[src/rtl/iter_adder_pkg.sv]
// Shared types and helpers for the iterative XOR/AND carry adder.
package iter_adder_pkg;

  typedef enum logic [1:0] {IDLE, RUN, DONE} state_e;

  localparam int MIN_WIDTH = 2;
  localparam int MIN_ITERS = 1;

  // Width of the iteration counter; it must be able to hold WIDTH itself.
  function automatic int iter_w(input int width);
    return $clog2(width + 1);
  endfunction

  function automatic bit params_legal(input int width, input int ipc);
    return (width >= MIN_WIDTH) && (ipc >= MIN_ITERS) && (ipc <= width);
  endfunction

endpackage

[src/rtl/iter_adder_if.sv]
// Operand/result handshake bundle for iter_adder.
interface iter_adder_if
  import iter_adder_pkg::*;
#(
  parameter int WIDTH = 8
);
  localparam int IW = iter_w(WIDTH);

  logic             in_valid;
  logic             in_ready;
  logic [WIDTH-1:0] op1;
  logic [WIDTH-1:0] op2;
  logic             sub;
  logic             out_valid;
  logic             out_ready;
  logic [WIDTH-1:0] sum;
  logic             cout;
  logic             overflow;
  logic [IW-1:0]    iters;

  modport master (
    output in_valid, op1, op2, sub, out_ready,
    input  in_ready, out_valid, sum, cout, overflow, iters
  );

  modport slave (
    input  in_valid, op1, op2, sub, out_ready,
    output in_ready, out_valid, sum, cout, overflow, iters
  );

endinterface

[src/rtl/iter_add_step.sv]
// One combinational carry-iteration step: fold the carry into the sum, regenerate the carry.
module iter_add_step #(
  parameter int WIDTH = 8
) (
  input  logic [WIDTH-1:0] s,
  input  logic [WIDTH:0]   c,
  output logic [WIDTH-1:0] s_nxt,
  output logic [WIDTH:0]   c_nxt,
  output logic             co,
  output logic             active
);

  // c[WIDTH] is the carry already pushed past the MSB; report it before it is shifted out.
  assign co     = c[WIDTH];
  assign active = |c[WIDTH-1:0];
  assign s_nxt  = s ^ c[WIDTH-1:0];
  assign c_nxt  = {s & c[WIDTH-1:0], 1'b0};

endmodule

[src/rtl/iter_adder.sv]
// Multi-cycle adder/subtractor that iterates sum^carry until the carry vector is empty.
module iter_adder
  import iter_adder_pkg::*;
#(
  parameter int WIDTH           = 8,
  parameter int ITERS_PER_CYCLE = 1
) (
  input logic         clk,
  input logic         rst_n,
  iter_adder_if.slave bus
);

  localparam int IW = iter_w(WIDTH);

  if (!params_legal(WIDTH, ITERS_PER_CYCLE)) begin : g_bad_params
    $error("iter_adder: WIDTH must be >= 2 and ITERS_PER_CYCLE in 1..WIDTH");
  end

  state_e state_q, state_d;

  logic [WIDTH-1:0] s_q;
  logic [WIDTH:0]   c_q;
  logic             cout_acc_q;
  logic             op1_msb_q;
  logic             b_msb_q;
  logic [IW-1:0]    iters_q;

  logic             accept;
  logic             done;
  logic [WIDTH-1:0] b_load;
  logic [WIDTH:0]   c_load;

  logic [ITERS_PER_CYCLE:0][WIDTH-1:0] s_ch;
  logic [ITERS_PER_CYCLE:0][WIDTH:0]   c_ch;
  logic [ITERS_PER_CYCLE-1:0]          co_ch;
  logic [ITERS_PER_CYCLE-1:0]          act_ch;

  logic [IW-1:0] step_cnt;
  logic [IW:0]   iters_sum;
  logic [IW-1:0] iters_nxt;

  assign accept = bus.in_valid && bus.in_ready;
  assign b_load = bus.sub ? ~bus.op2 : bus.op2;
  // The subtract "+1" enters as the carry into bit 0.
  assign c_load = {bus.op1 & b_load, bus.sub};

  assign s_ch[0] = s_q;
  assign c_ch[0] = c_q;

  for (genvar g = 0; g < ITERS_PER_CYCLE; g++) begin : g_step
    iter_add_step #(.WIDTH(WIDTH)) u_step (
      .s      (s_ch[g]),
      .c      (c_ch[g]),
      .s_nxt  (s_ch[g+1]),
      .c_nxt  (c_ch[g+1]),
      .co     (co_ch[g]),
      .active (act_ch[g])
    );
  end

  always_comb begin
    step_cnt = '0;
    for (int i = 0; i < ITERS_PER_CYCLE; i++) begin
      step_cnt = step_cnt + IW'(act_ch[i]);
    end
  end

  assign iters_sum = {1'b0, iters_q} + {1'b0, step_cnt};
  assign iters_nxt = (iters_sum > (IW+1)'(WIDTH)) ? IW'(WIDTH) : iters_sum[IW-1:0];

  always_comb begin
    // NOTE: assign every combinational output a default first so no path can infer a latch.
    state_d = state_q;
    unique case (state_q)
      IDLE:    if (accept) state_d = (c_load[WIDTH-1:0] == '0) ? DONE : RUN;
      RUN:     if (c_ch[ITERS_PER_CYCLE][WIDTH-1:0] == '0) state_d = DONE;
      DONE:    if (bus.out_ready) state_d = IDLE;
      default: state_d = IDLE;
    endcase
  end

  // NOTE: sequential state uses non-blocking assignments so every register samples pre-edge values.
  always_ff @(posedge clk or negedge rst_n) begin
    if (!rst_n) state_q <= IDLE;
    else        state_q <= state_d;
  end

  always_ff @(posedge clk or negedge rst_n) begin
    if (!rst_n) begin
      s_q        <= '0;
      c_q        <= '0;
      cout_acc_q <= 1'b0;
      op1_msb_q  <= 1'b0;
      b_msb_q    <= 1'b0;
      iters_q    <= '0;
    end else if (accept) begin
      s_q        <= bus.op1 ^ b_load;
      c_q        <= c_load;
      cout_acc_q <= 1'b0;
      op1_msb_q  <= bus.op1[WIDTH-1];
      b_msb_q    <= b_load[WIDTH-1];
      iters_q    <= '0;
    end else if (state_q == RUN) begin
      s_q        <= s_ch[ITERS_PER_CYCLE];
      c_q        <= c_ch[ITERS_PER_CYCLE];
      cout_acc_q <= cout_acc_q | (|co_ch);
      iters_q    <= iters_nxt;
    end
  end

  // Results are gated by DONE so an aborted or in-flight operation never leaks out.
  assign done          = (state_q == DONE);
  assign bus.in_ready  = rst_n && (state_q == IDLE);
  assign bus.out_valid = done;
  assign bus.sum       = done ? s_q : '0;
  assign bus.cout      = done && (cout_acc_q || c_q[WIDTH]);
  assign bus.overflow  = done && (op1_msb_q == b_msb_q) && (s_q[WIDTH-1] != op1_msb_q);
  assign bus.iters     = done ? iters_q : '0;

  a_iters_bound: assert property (@(posedge clk) disable iff (!rst_n) iters_q <= IW'(WIDTH));

endmodule

[src/flat_wrapper.sv]
// flat-port wrapper written by rule: the top's interface ports become plain ports
module iter_adder_flat import iter_adder_pkg::*;
#(
  parameter int WIDTH           = 8,
  parameter int ITERS_PER_CYCLE = 1
)
  (clk, rst_n, bus_in_valid, bus_op1, bus_op2, bus_sub, bus_out_ready, bus_in_ready, bus_out_valid, bus_sum, bus_cout, bus_overflow, bus_iters);
  iter_adder_if #(.WIDTH(WIDTH)) bus_i ();
  input logic clk;
  input logic rst_n;
  input wire logic [$bits(bus_i.in_valid)-1:0] bus_in_valid;
  input wire logic [$bits(bus_i.op1)-1:0] bus_op1;
  input wire logic [$bits(bus_i.op2)-1:0] bus_op2;
  input wire logic [$bits(bus_i.sub)-1:0] bus_sub;
  input wire logic [$bits(bus_i.out_ready)-1:0] bus_out_ready;
  output wire logic [$bits(bus_i.in_ready)-1:0] bus_in_ready;
  output wire logic [$bits(bus_i.out_valid)-1:0] bus_out_valid;
  output wire logic [$bits(bus_i.sum)-1:0] bus_sum;
  output wire logic [$bits(bus_i.cout)-1:0] bus_cout;
  output wire logic [$bits(bus_i.overflow)-1:0] bus_overflow;
  output wire logic [$bits(bus_i.iters)-1:0] bus_iters;
  assign bus_i.in_valid = bus_in_valid;
  assign bus_i.op1 = bus_op1;
  assign bus_i.op2 = bus_op2;
  assign bus_i.sub = bus_sub;
  assign bus_i.out_ready = bus_out_ready;
  assign bus_in_ready = bus_i.in_ready;
  assign bus_out_valid = bus_i.out_valid;
  assign bus_sum = bus_i.sum;
  assign bus_cout = bus_i.cout;
  assign bus_overflow = bus_i.overflow;
  assign bus_iters = bus_i.iters;
  iter_adder #(.WIDTH(WIDTH), .ITERS_PER_CYCLE(ITERS_PER_CYCLE)) u_core (.clk(clk), .rst_n(rst_n), .bus(bus_i));
endmodule
[config.mk]
export PLATFORM = sky130hd
export DESIGN_NAME = iter_adder_flat
export DESIGN_NICKNAME = d
export VERILOG_FILES = /design/src/rtl/iter_adder_pkg.sv /design/src/rtl/iter_adder_if.sv /design/src/rtl/iter_add_step.sv /design/src/rtl/iter_adder.sv /design/src/flat_wrapper.sv
export SDC_FILE = /design/constraint.sdc
export NUM_CORES = 1
export LEC_CHECK = 0
export CAP_MARGIN = 20
export CORE_UTILIZATION = 30
export CTS_CLUSTER_SIZE = 30
export DETAILED_ROUTE_END_ITERATION = 16
export PLACE_DENSITY = 0.62
export RECOVER_POWER = 25
export SLEW_MARGIN = 30
export SYNTH_ARGS = -nofsm -noshare
export SYNTH_HDL_FRONTEND = slang
export SYNTH_HIERARCHICAL = 1
export SYNTH_SLANG_ARGS = --single-unit
[constraint.sdc]
create_clock -name clk -period 5.2 [get_ports clk]
set_input_delay 1.04 -clock clk [delete_from_list [all_inputs] [get_ports clk]]
set_output_delay 1.04 -clock clk [all_outputs]
set_load 0.01 [all_outputs]
; Yosys cells after proc, flatten, opt, wreduce, memory -nomap -nowiden
; Index checks and enable logic that the tools add are counted.
; Widths: inputs -> output; s select.
[word_totals]
regBits = 26
inputBits = 21
out_inout_bits = 16
wordCells = 51
[classes]
add_sub_neg = 1
n_lt_le_gt_ge = 1
n_eq_ne = 7
mux = 17
n_bitwise = 6
reduce_logical = 12
[op_table]
columns = cell, count
row1 = $mux 8, 4
row2 = $mux 9, 2
row3 = $and 8x8->8, 2
row4 = $logic_not 8->1, 2
row5 = $mux 4, 4
row6 = $xor 8x8->8, 2
row7 = $mux 2, 4
row8 = $not 8->8, 1
row9 = $reduce_or 8->1, 1
row10 = $pmux 2 s3, 1
row11 = $add 4x1->5, 1
row12 = $gt 5x4->1 const B, 1
row13 = $logic_and 1x1->1, 5
row14 = $ne 2x1->1 const B, 2
row15 = $reduce_and 3->1, 1
row16 = $eq 2x1->1 const B, 1
row17 = $eq 2x2->1 const B, 1
row18 = $logic_not 2->1, 1
row19 = $mux 1, 2
row20 = $ne 2x2->1 const B, 1
row21 = $reduce_bool 2->1, 1
row22 = $eq 1x1->1, 1
row23 = $logic_or 1x1->1, 1
row24 = $ne 1x1->1, 1
row25 = $or 1x1->1, 1

; Longest topological paths before layout
; Gate-level depths: netlist (run 1).
[logic_depth]
depth_word = 7
ltp_mapped = 7
mapped_depth_nobuf = 7

; Cells and area by module
; The synthesis (run 1) kept the hierarchy.
[by_module_without_submodules]
columns = module, n_inst, cells_each, area_per_inst_um2, seq_area_each_um2
row1 = iter_adder, 1, 150, 1577.8, 650.6
row2 = iter_add_step, 1, 14, 135.1, 0.0

; Least setup slack after synthesis (run 1)
; No wires, ideal clock.
[synth_path]
path_type = input to output
from = in rst_n
to = out bus_in_ready
arrival_ps = 1346
required_time_ps = 4160
slack_ps = 2814
path_stages = 1
n_path_buf = 0
path_cell_list = nor3b_1
[synth_between]
elab_chain_cells = 1
[synth_rtl]
columns = element, line_no
row1 = "start, declared", flat_wrapper.sv:10  ; input logic rst_n;
row2 = $logic_and 1x1->1, iter_adder.sv:113  ; assign bus.in_ready = rst_n && (state_q == IDLE);
row3 = "end, declared", flat_wrapper.sv:16  ; output wire logic [$bits(bus_i.in_ready)-1:0] bus_in_ready;
; Every way passes these cells.

; Worst setup path in the final report (run 1)
; Ends and elaborated chain as after synthesis.

==> results of run 1 <==
[worst reg2reg max path: stages, from the launching register on]
cell,delay (ns)
dfrtp_1,0.42
nor4_1,0.34
nand2_1,0.11
ha_1,0.24
ha_1,0.22
nor2b_1,0.11
a41oi_1,0.20
o2bb2ai_1,0.17
[kinds of logic after synthesis]
kind of cell | synth area share (%)
mux | 6.57
flops | 38.0
xor+xnor | 4.60
fa+ha+maj | 13.1
simple gates | 16.4
other cells | 0.219
compound gates | 15.9
buf+inv | 5.19
[power groups by stage]
stage                     sequential [uW]  clock, uW  combinational, uW
after floorplan                       358          0                360
after global placement                385          0                451
after detailed placement              386          0                461
after CTS                             382        172                463
after global routing                  397        184                523
final                                 381        169                457
[path summary, 6_finish.rpt]
kind	startpoint	endpoint	slack [ns]	cells past startpoint
max	rst_n	bus_in_ready	1.55	3
min	u_core/cout_acc_q$_DFFE_PN0P_	u_core/cout_acc_q$_DFFE_PN0P_	0.50	2
max reg2reg	u_core/c_q[0]$_DFFE_PN0P_	u_core/iters_q[3]$_DFFE_PN0P_	3.27	7
min reg2reg	u_core/cout_acc_q$_DFFE_PN0P_	u_core/cout_acc_q$_DFFE_PN0P_	0.50	2
max in group asynchronous	rst_n	u_core/op1_msb_q$_DFFE_PN0P_	2.71	2
min in group asynchronous	rst_n	u_core/iters_q[0]$_DFFE_PN0P_	1.11	1
[stage by stage]
| stage | instance area, um^2 | util (%) | setup WS [ns] | total power, uW | hold slack, ns |
|---|---|---|---|---|---|
| CTS | 2200 | 39.9 | 1.58 | 1020 | 0.508 |
| global route | 2200 | 40.0 | 1.43 | 1100 | 0.539 |
| floorplan | 1710 | - | 2.81 | 719 | 0.463 |
| detailed placement | 2130 | 38.6 | 1.58 | 846 | 0.486 |
| finish | 2200 | 40.0 | 1.55 | 1010 | 0.501 |
| global placement | 2130 | 38.6 | 1.60 | 836 | 0.483 |
[synthesized netlist by cell type, drive strengths merged, types with 2 or more instances]
cell type   n  area, um^2
a21oi       2        10.0
dfrtp      26         651
xor2        9        78.8
o22ai       2        12.5
and2       12        75.1
nor3b       2        15.0
nor2b       2        12.5
mux2i       9        90.1
o21ai       9        67.6
buf        10        81.3
ha         18         225
a21o        8        60.1
nand2b      2        12.5
nand2      19        71.3
a22o        9        78.8
mux2        2        22.5
nor4        6        37.5
nor2        5        26.3
[layout make-up]
class	count	area [um^2]	area share, %
multi-input cells	126	991	44.9
flip-flops and latches	26	651	29.5
repair buffers	41	398	18.0
well taps	72	90.1	4.09
clock buffers	3	41.3	1.87
clock inverters	1	30.0	1.36
inverters	1	3.75	0.170
[layer usage]
| layer | global-route usage (%) | wire length, um | up-vias |
|---|---|---|---|
| met5 | 0 | 0 | - |
| met4 | 4.53 | 46 | 0 |
| met3 | 1.41 | 113 | 4 |
| met2 | 20.5 | 1580 | 25 |
| met1 | 18.5 | 1790 | 616 |
| li1 | - | - | 653 |
[state kept, by name (all words and copies together), names as in the netlist]
name               count
u_core/b_msb_q         1
u_core/c_q             9
u_core/cout_acc_q      1
u_core/iters_q         4
u_core/op1_msb_q       1
u_core/s_q             8
u_core/state_q         2
==> results.md, run 1 <==
- Final nets: 238
- Hold buffers post-CTS: 0
- Core footprint: 5510 um^2
- CTS buffer count: 3
- FF+latch count, synth: 26
- Crit. End Element: output port
- Syn Inst Count: 164
- Worst-skew pair later-pin latency: 0.27 ns
- Slew margin rel.: 23.7%
- Worst Skew: 0.00937 ns
- Share of layout cells above drive strength 1: 9.09%
- Post-synth ARST share: 100%
- # IOs: 37
- CP max stage delay: 0.77 ns
- First DRT Iteration DRCs: 75
- Diode count: 0
- Prevailing post-synth register cell: dfrtp_1
- Initial Util: 31.1%
- Clock-pin slew on the worst setup and hold paths: 0.09 ns
- Net count after synthesis: roughly 200
- Setup tns final: 0 ns
- Synthesized cell area: 1710 um^2
- Maxcap violations: 0
- Detailed-route via count: 1298
- RePlAce Congestion: about 0.7
- Sequential area share after synthesis: between 30% and 40%
- P_sw: 376 uW
- Fin. max-slew vios: 0
- Post-Route WL: 3.53 mm
- Antenna viol nets, final: 0
- Die Ht: 77.6 um
- Remaining global-route overflow: 0
- GRT Total Usage: a little over an eighth
- Most frequent cells in the layout: clkdlybuf4s50_1, dfrtp_1, nand2_1, ha_1, and2_1
- Logic pwr share: between 40% and 50%
- Post-layout min period: 3.65 ns
- P_leak: 0.00102 uW
- Routed len/inst: 13.1 um
- Post-synth EDFFs: 0
- Initial antenna violation count: 0
- Crit path kind: in -> out
- Commonest non-fill, non-tap cell in the layout: clkdlybuf4s50_1
- # rows: 27
- Largest net degree at the start of global routing: 24
- Max Root-Sink Buffers: 2
- First-pass GRT wire length: approximately 6.2 mm
- Die area: 6020 um^2
- Critical path required time: 4.16 ns
- Dpl hpwl: approximately 2.6 mm
- Worst Path Arrival: 2.61 ns
- Area growth syn-to-layout: 28.7%
- Yosys warns: 6
- Sum of buffers and inverters on the critical path: 2
- Synth cell types: 36
- Clk pwr share: 16.8%
- Sinks on Clock Net: 26
- Cell Chain, Critical Path: dlygate4sd3_1 -> nor3b_1 -> clkdlybuf4s50_1
- Via-to-Cell Ratio: 4.81
- CTS H-tree depth: 1
- Pre-antenna DRT Iters: 4
- Reg power frac: a little under two fifths
- Crit Path Max Fanout: 9
- P_int: approximately 630 uW
- Die width: 77.6 um
- Status: finished clean
- CP top delay family: buffers and inverters
- Placed Cells: ~270
- # setup viols final: 0
- Net Sw Frac: 37.3%
- Pwr dens: roughly 460 nW/um^2
- DRC: 0
- Final Hold Fails: 0
- Mean post-synth cell area: 10.4 um^2
- Max VDD drop: 0.208 mV
- Achievable clock frequency: 274 MHz
- Crit path launch type: input port
- RSZ-0062 raised after global routing: false
- CP max stage cell: dlygate4sd3_1
- Final Cycle Share: between 70% and 80%
- Post-CTS setup buffers: 0
- Worst-Margin Slew: 1.14 ns
- Cell Count, Final, Fillers Out: 270
- Port bufs: 36
- CTS tree: done
- Fillers: 553
- Post-CTS Resized: 0
- Vias in the first global route: 1297
- Clk root buf: clkbuf_8
- Hold Crit Class: reg -> reg
No activity file was read; power rests on OpenSTA's default activity.
==> run 2: changes to the inputs <==
==> constraint.sdc (replaced) <==
create_clock -name clk -period 3.5 [get_ports clk]
set_input_delay 0.7 -clock clk [delete_from_list [all_inputs] [get_ports clk]]
set_output_delay 0.7 -clock clk [all_outputs]
set_load 0.01 [all_outputs]
==> run 2 against run 1 <==
  * Total power increased by 44%
  * Hold slack improved by 0.0087 ns
  * Clock skew decreased by 0.0066 ns
  * Global-route usage decreased by 0.13 points
  * Design area decreased by 0.74%
  * Largest cell class unchanged
  * First-iteration DRC count decreased by 37%
==> results.md, run 2 (synthesized netlist as in run 1, its figures left out) <==
- Status: finished clean
- Crit path kind: in -> out
- First-pass GRT wire length: 6.15 mm
- CTS H-tree depth: 1
- Detailed-route via count: about 1300
- Hold Path Stages: 2
- Share of layout cells above drive strength 1: 9.05%
- GRT Total Usage: approximately 13%
- Pre-antenna DRT Iters: 4
- Largest register by flop count: u_core/c_q
- Dpl hpwl: 2.82 mm
- Largest net degree at the start of global routing: 19
- Reg2Reg Capture Point: u_core/s_q[7]$_DFFE_PN0P_
- Place WS: 0.775 ns
- RSZ-0062 raised after global routing: false
- Post-CTS setup buffers: 0
- DP Area: around 2100 um^2
- Crit Path Max Fanout: 3
- Remaining global-route overflow: 0
- CTS buffer count: 3
- Critical path required time: 2.80 ns
- WHS: 0.509 ns
- Worst-Margin Slew: roughly 1.1 ns
- Port bufs: 36
- DRC: 0
- Slew margin rel.: 28.7%
- Reg2reg path depth: 4
- Largest regs: u_core/c_q x9, u_core/s_q x8, u_core/iters_q x4
- Die area: 6020 um^2
- Clock-pin slew on the worst setup and hold paths: 0.09 ns
- Crit. End Element: output port
- Achievable clock frequency: 362 MHz
- Initial Util: 31.1%
- Hold buffers post-CTS: 0
- Area growth syn-to-layout: 27.8%
- P_leak: 0.00101 uW
- Final nets: 239
- Commonest non-fill, non-tap cell in the layout: clkdlybuf4s50_1
- Post-route cell area: 2190 um^2
- Pwr dens: between 600 and 700 nW/um^2
- # IOs: 37
- Final Cycle Share: 79.0%
- First DRT Iteration DRCs: 47
- Largest register FFs: 9
- Antenna viol nets, final: 0
- Worst Hold Launch: u_core/cout_acc_q$_DFFE_PN0P_
- CTS tree: done
- Worst Path Arrival: 2.06 ns
- Most frequent cells in the layout: clkdlybuf4s50_1, dfrtp_1, nand2_1, ha_1, and2_1
- Clk root buf: clkbuf_8
- Vias in the first global route: roughly 1200
- Fin. max-slew vios: 0
- Sinks on Clock Net: 26
- Via-to-Cell Ratio: 4.83
- Setup tns final: 0 ns
- Final Hold Fails: 0
- Worst Skew: between 0.002 and 0.003 ns
- Post-Route WL: 3.72 mm
- Post-layout min period: roughly 2.8 ns
- # setup viols final: 0
- Worst reg-to-reg setup slack: between 1.5 and 2 ns
- # rows: 27
- Post-route setup slack: 0.736 ns
- Die Ht: 77.6 um
- Max Root-Sink Buffers: 2
- Core footprint: 5510 um^2
- Diode count: 0
- Finished Core Util: 39.7%
- Maxcap violations: 0
- Post-CTS Resized: 0
- Crit path launch type: input port
- Worst-skew pair later-pin latency: between 0.2 and 0.3 ns
- Initial antenna violation count: 0
- Hold Crit Class: reg -> reg
- Max VDD drop: 0.250 mV
- RePlAce Congestion: ~0.75
- Die width: 77.6 um
- R2r startpoint: u_core/state_q[0]$_DFFE_PN0P_
- Routed len/inst: about 14 um
- Endpoint, Worst Hold: u_core/cout_acc_q$_DFFE_PN0P_
## run 2: how the worst max path moves through the flow
stage	startpoint	endpoint	slack, ns	cells past startpoint
floorplan	bus_sub	u_core/state_q[0]$_DFFE_PN0P_	1.57	6
global placement	rst_n	bus_in_ready	0.81	3
detailed placement	bus_sub	u_core/state_q[0]$_DFFE_PN0P_	0.77	6
CTS	u_core/state_q[0]$_DFFE_PN0P_	bus_sum[4]	0.68	4
global route	u_core/state_q[0]$_DFFE_PN0P_	bus_iters[3]	0.64	4
finish	rst_n	bus_in_ready	0.74	3
## run 2: routing by layer
metal | vias up | share of wire (%) | global-route usage, %
met2 | 29 | 46 | 20.0
met4 | 0 | 0.75 | 3.77
met5 | - | 0 | 0
met3 | 4 | 3.1 | 1.88
li1 | 656 | - | -
met1 | 620 | 50 | 18.6
## run 2: where the power goes
| part | internal [uW] | leakage [uW] | switching [uW] |
|---|---|---|---|
| Combinational | 347 | 0.000647 | 336 |
| Sequential | 439 | 0.000333 | 130 |
| Clock | 101 | 0.0000288 | 99.2 |
| Total | 886 | 0.00101 | 566 |
## run 2: final cells by class
type,count,area [um^2]
clock buffer,4,55.1
fill,546,3320
inverter,1,3.75
multi-input combinational,126,991
sequential,26,651
tap,72,90.1
timing repair buffer,42,398
## run 2: worst max-delay path, stage by stage
cell             delay, ns
dlygate4sd3_1         0.58
nor3b_1               0.22
clkdlybuf4s50_1       0.57
## run 2: through the flow
| stage | total power [uW] | instances |
|---|---|---|
| finish | 1450 | 271 |
| global route | 1580 | 271 |
| CTS | 1470 | 271 |
| detailed placement | 1270 | 267 |
| global placement | 1250 | 267 |
| floorplan | 1070 | 164 |
==> run 3: changes to the inputs <==
==> constraint.sdc (replaced) <==
create_clock -name clk -period 2.7 [get_ports clk]
set_input_delay 0.54 -clock clk [delete_from_list [all_inputs] [get_ports clk]]
set_output_delay 0.54 -clock clk [all_outputs]
set_load 0.01 [all_outputs]
==> run 3 against run 2 <==
  * Die area unchanged
  * Final cell count stayed put
  * Routed wire length shrank 2.6%
  * Critical path type unchanged
  * Critical endpoint unchanged
  * Via count up 1.1%
  * Highest routed layer unchanged
==> results.md, run 3 (synthesized netlist as in run 1, its figures left out) <==
- Status: finished clean
- Final nets: 239
- P_leak: 0.00101 uW
- First-pass GRT wire length: ~6.0 mm
- CTS tree: done
- Die area: around 6000 um^2
- Sinks on Clock Net: 26
- Post-route cell area: 2230 um^2
- Final Hold Fails: 0
- # rows: 27
- Die Ht: 77.6 um
- Clk pwr share: 16.2%
- Hold buffers post-CTS: 0
- Max VDD drop: about 0.36 mV
- Largest net degree at the start of global routing: 36
- Final Cycle Share: 91.9%
- Worst-Margin Slew: around 1.3 ns
- Initial antenna violation count: 0
- CTS H-tree depth: 1
- Post-CTS Resized: 0
- Die width: 77.6 um
- Fin. max-slew vios: 0
- Crit. End Element: output port
- Pre-antenna DRT Iters: 4
- Worst Path Arrival: just under 2 ns
- Max Root-Sink Buffers: 2
- Clk root buf: clkbuf_8
- Largest register FFs: 9
- Reg power frac: 37.6%
- DP Area: 2150 um^2
- GRT Total Usage: 12.6%
- Logic pwr share: 46.2%
- Antenna viol nets, final: 0
- Post-layout min period: 2.48 ns
- Slew margin rel.: 10.4%
- Net Sw Frac: 37.4%
- Vias in the first global route: 1237
- Clock-pin slew on the worst setup and hold paths: 0.08 ns
- RePlAce Congestion: 0.749
- Crit path kind: in -> out
- RSZ-0062 raised after global routing: false
- Post-CTS setup buffers: 0
- Critical path required time: 2.16 ns
- P_sw: 736 uW
- Crit path launch type: input port
- Routed len/inst: 13.4 um
- Worst-skew pair later-pin latency: roughly 0.27 ns
- P_int: 1230 uW
- Finished Core Util: 40.4%
- Remaining global-route overflow: 0
- Diode count: 0
- DRC: 0
- CTS buffer count: 3
- Setup tns final: 0 ns
- Post-Route WL: ~3.6 mm
- Most frequent cells in the layout: clkdlybuf4s50_1, dfrtp_1, nand2_1, ha_1, and2_1
- Core footprint: roughly 5500 um^2
- Achievable clock frequency: 403 MHz
- Worst Skew: a little over 0.005 ns
- # IOs: 37
- # setup viols final: 0
- Crit Path Max Fanout: 4
- Largest regs: u_core/c_q x9, u_core/s_q x8, u_core/iters_q x4
- Largest register by flop count: u_core/c_q
- Share of layout cells above drive strength 1: 10.6%
- First DRT Iteration DRCs: 63
- Detailed-route via count: approximately 1300
- Commonest non-fill, non-tap cell in the layout: clkdlybuf4s50_1
- Hold Crit Class: reg -> reg
- Pwr dens: 882 nW/um^2
- Area growth syn-to-layout: 30.0%
- Port bufs: 36
- Initial Util: 31.1%
- Via-to-Cell Ratio: 4.88
- Dpl hpwl: 2.51 mm
- Maxcap violations: 0
==> run 3: final cells by class <==
cell class,instances,area [um^2]
fillers,559,3280
multi-input cells,126,993
flip-flops and latches,26,651
inverters,1,7.51
repair inverters,1,7.51
well taps,72,90.1
clock inverters,1,30.0
clock buffers,3,41.3
repair buffers,41,407
==> run 3: metal layers <==
layer	vias up	global-route usage [%]	routed length, um
met5	-	0	0
met4	0	1.70	15
li1	658	-	-
met2	29	19.8	1730
met1	634	18.0	1710
met3	2	2.94	165
==> run 3: power groups by stage <==
| stage | clock network [uW] | logic [uW] | registers [uW] |
|---|---|---|---|
| floorplan | 0 | 694 | 690 |
| global placement | 0 | 878 | 743 |
| detailed placement | 0 | 901 | 748 |
| CTS | 326 | 905 | 739 |
| global route | 342 | 1030 | 772 |
| finish | 319 | 908 | 738 |
==> run 3: worst paths after layout <==
check / start / endpoint / slack, ns / cells past startpoint
worst max-delay path: rst_n / bus_in_ready / 0.22 / 3
min in group asynchronous: rst_n / u_core/iters_q[2]$_DFFE_PN0P_ / 0.53 / 1
worst min register to register: u_core/cout_acc_q$_DFFE_PN0P_ / u_core/cout_acc_q$_DFFE_PN0P_ / 0.50 / 2
worst min-delay path: u_core/cout_acc_q$_DFFE_PN0P_ / u_core/cout_acc_q$_DFFE_PN0P_ / 0.50 / 2
max in group asynchronous: rst_n / u_core/s_q[0]$_DFFE_PN0P_ / 0.69 / 2
worst max register to register: u_core/c_q[0]$_DFFE_PN0P_ / u_core/iters_q[3]$_DFFE_PN0P_ / 0.77 / 7
==> run 3: metrics by stage <==
stage / std cells / hold WS (ns) / total power, uW / worst slack, ns
4_1_cts: 270 / 0.471 / 1970 / 0.0888
3_3_place_gp: 266 / 0.482 / 1620 / 0.296
3_5_place_dp: 266 / 0.487 / 1650 / 0.272
5_1_grt: 271 / 0.531 / 2140 / 0.116
6_report: 271 / 0.505 / 1970 / 0.219
2_1_floorplan: 164 / 0.244 / 1380 / 0.931
==> run 3: critical path, stage by stage <==
cell	delay [ns]
dlygate4sd3_1	0.62
nor3b_1	0.22
clkdlybuf4s50_1	0.56
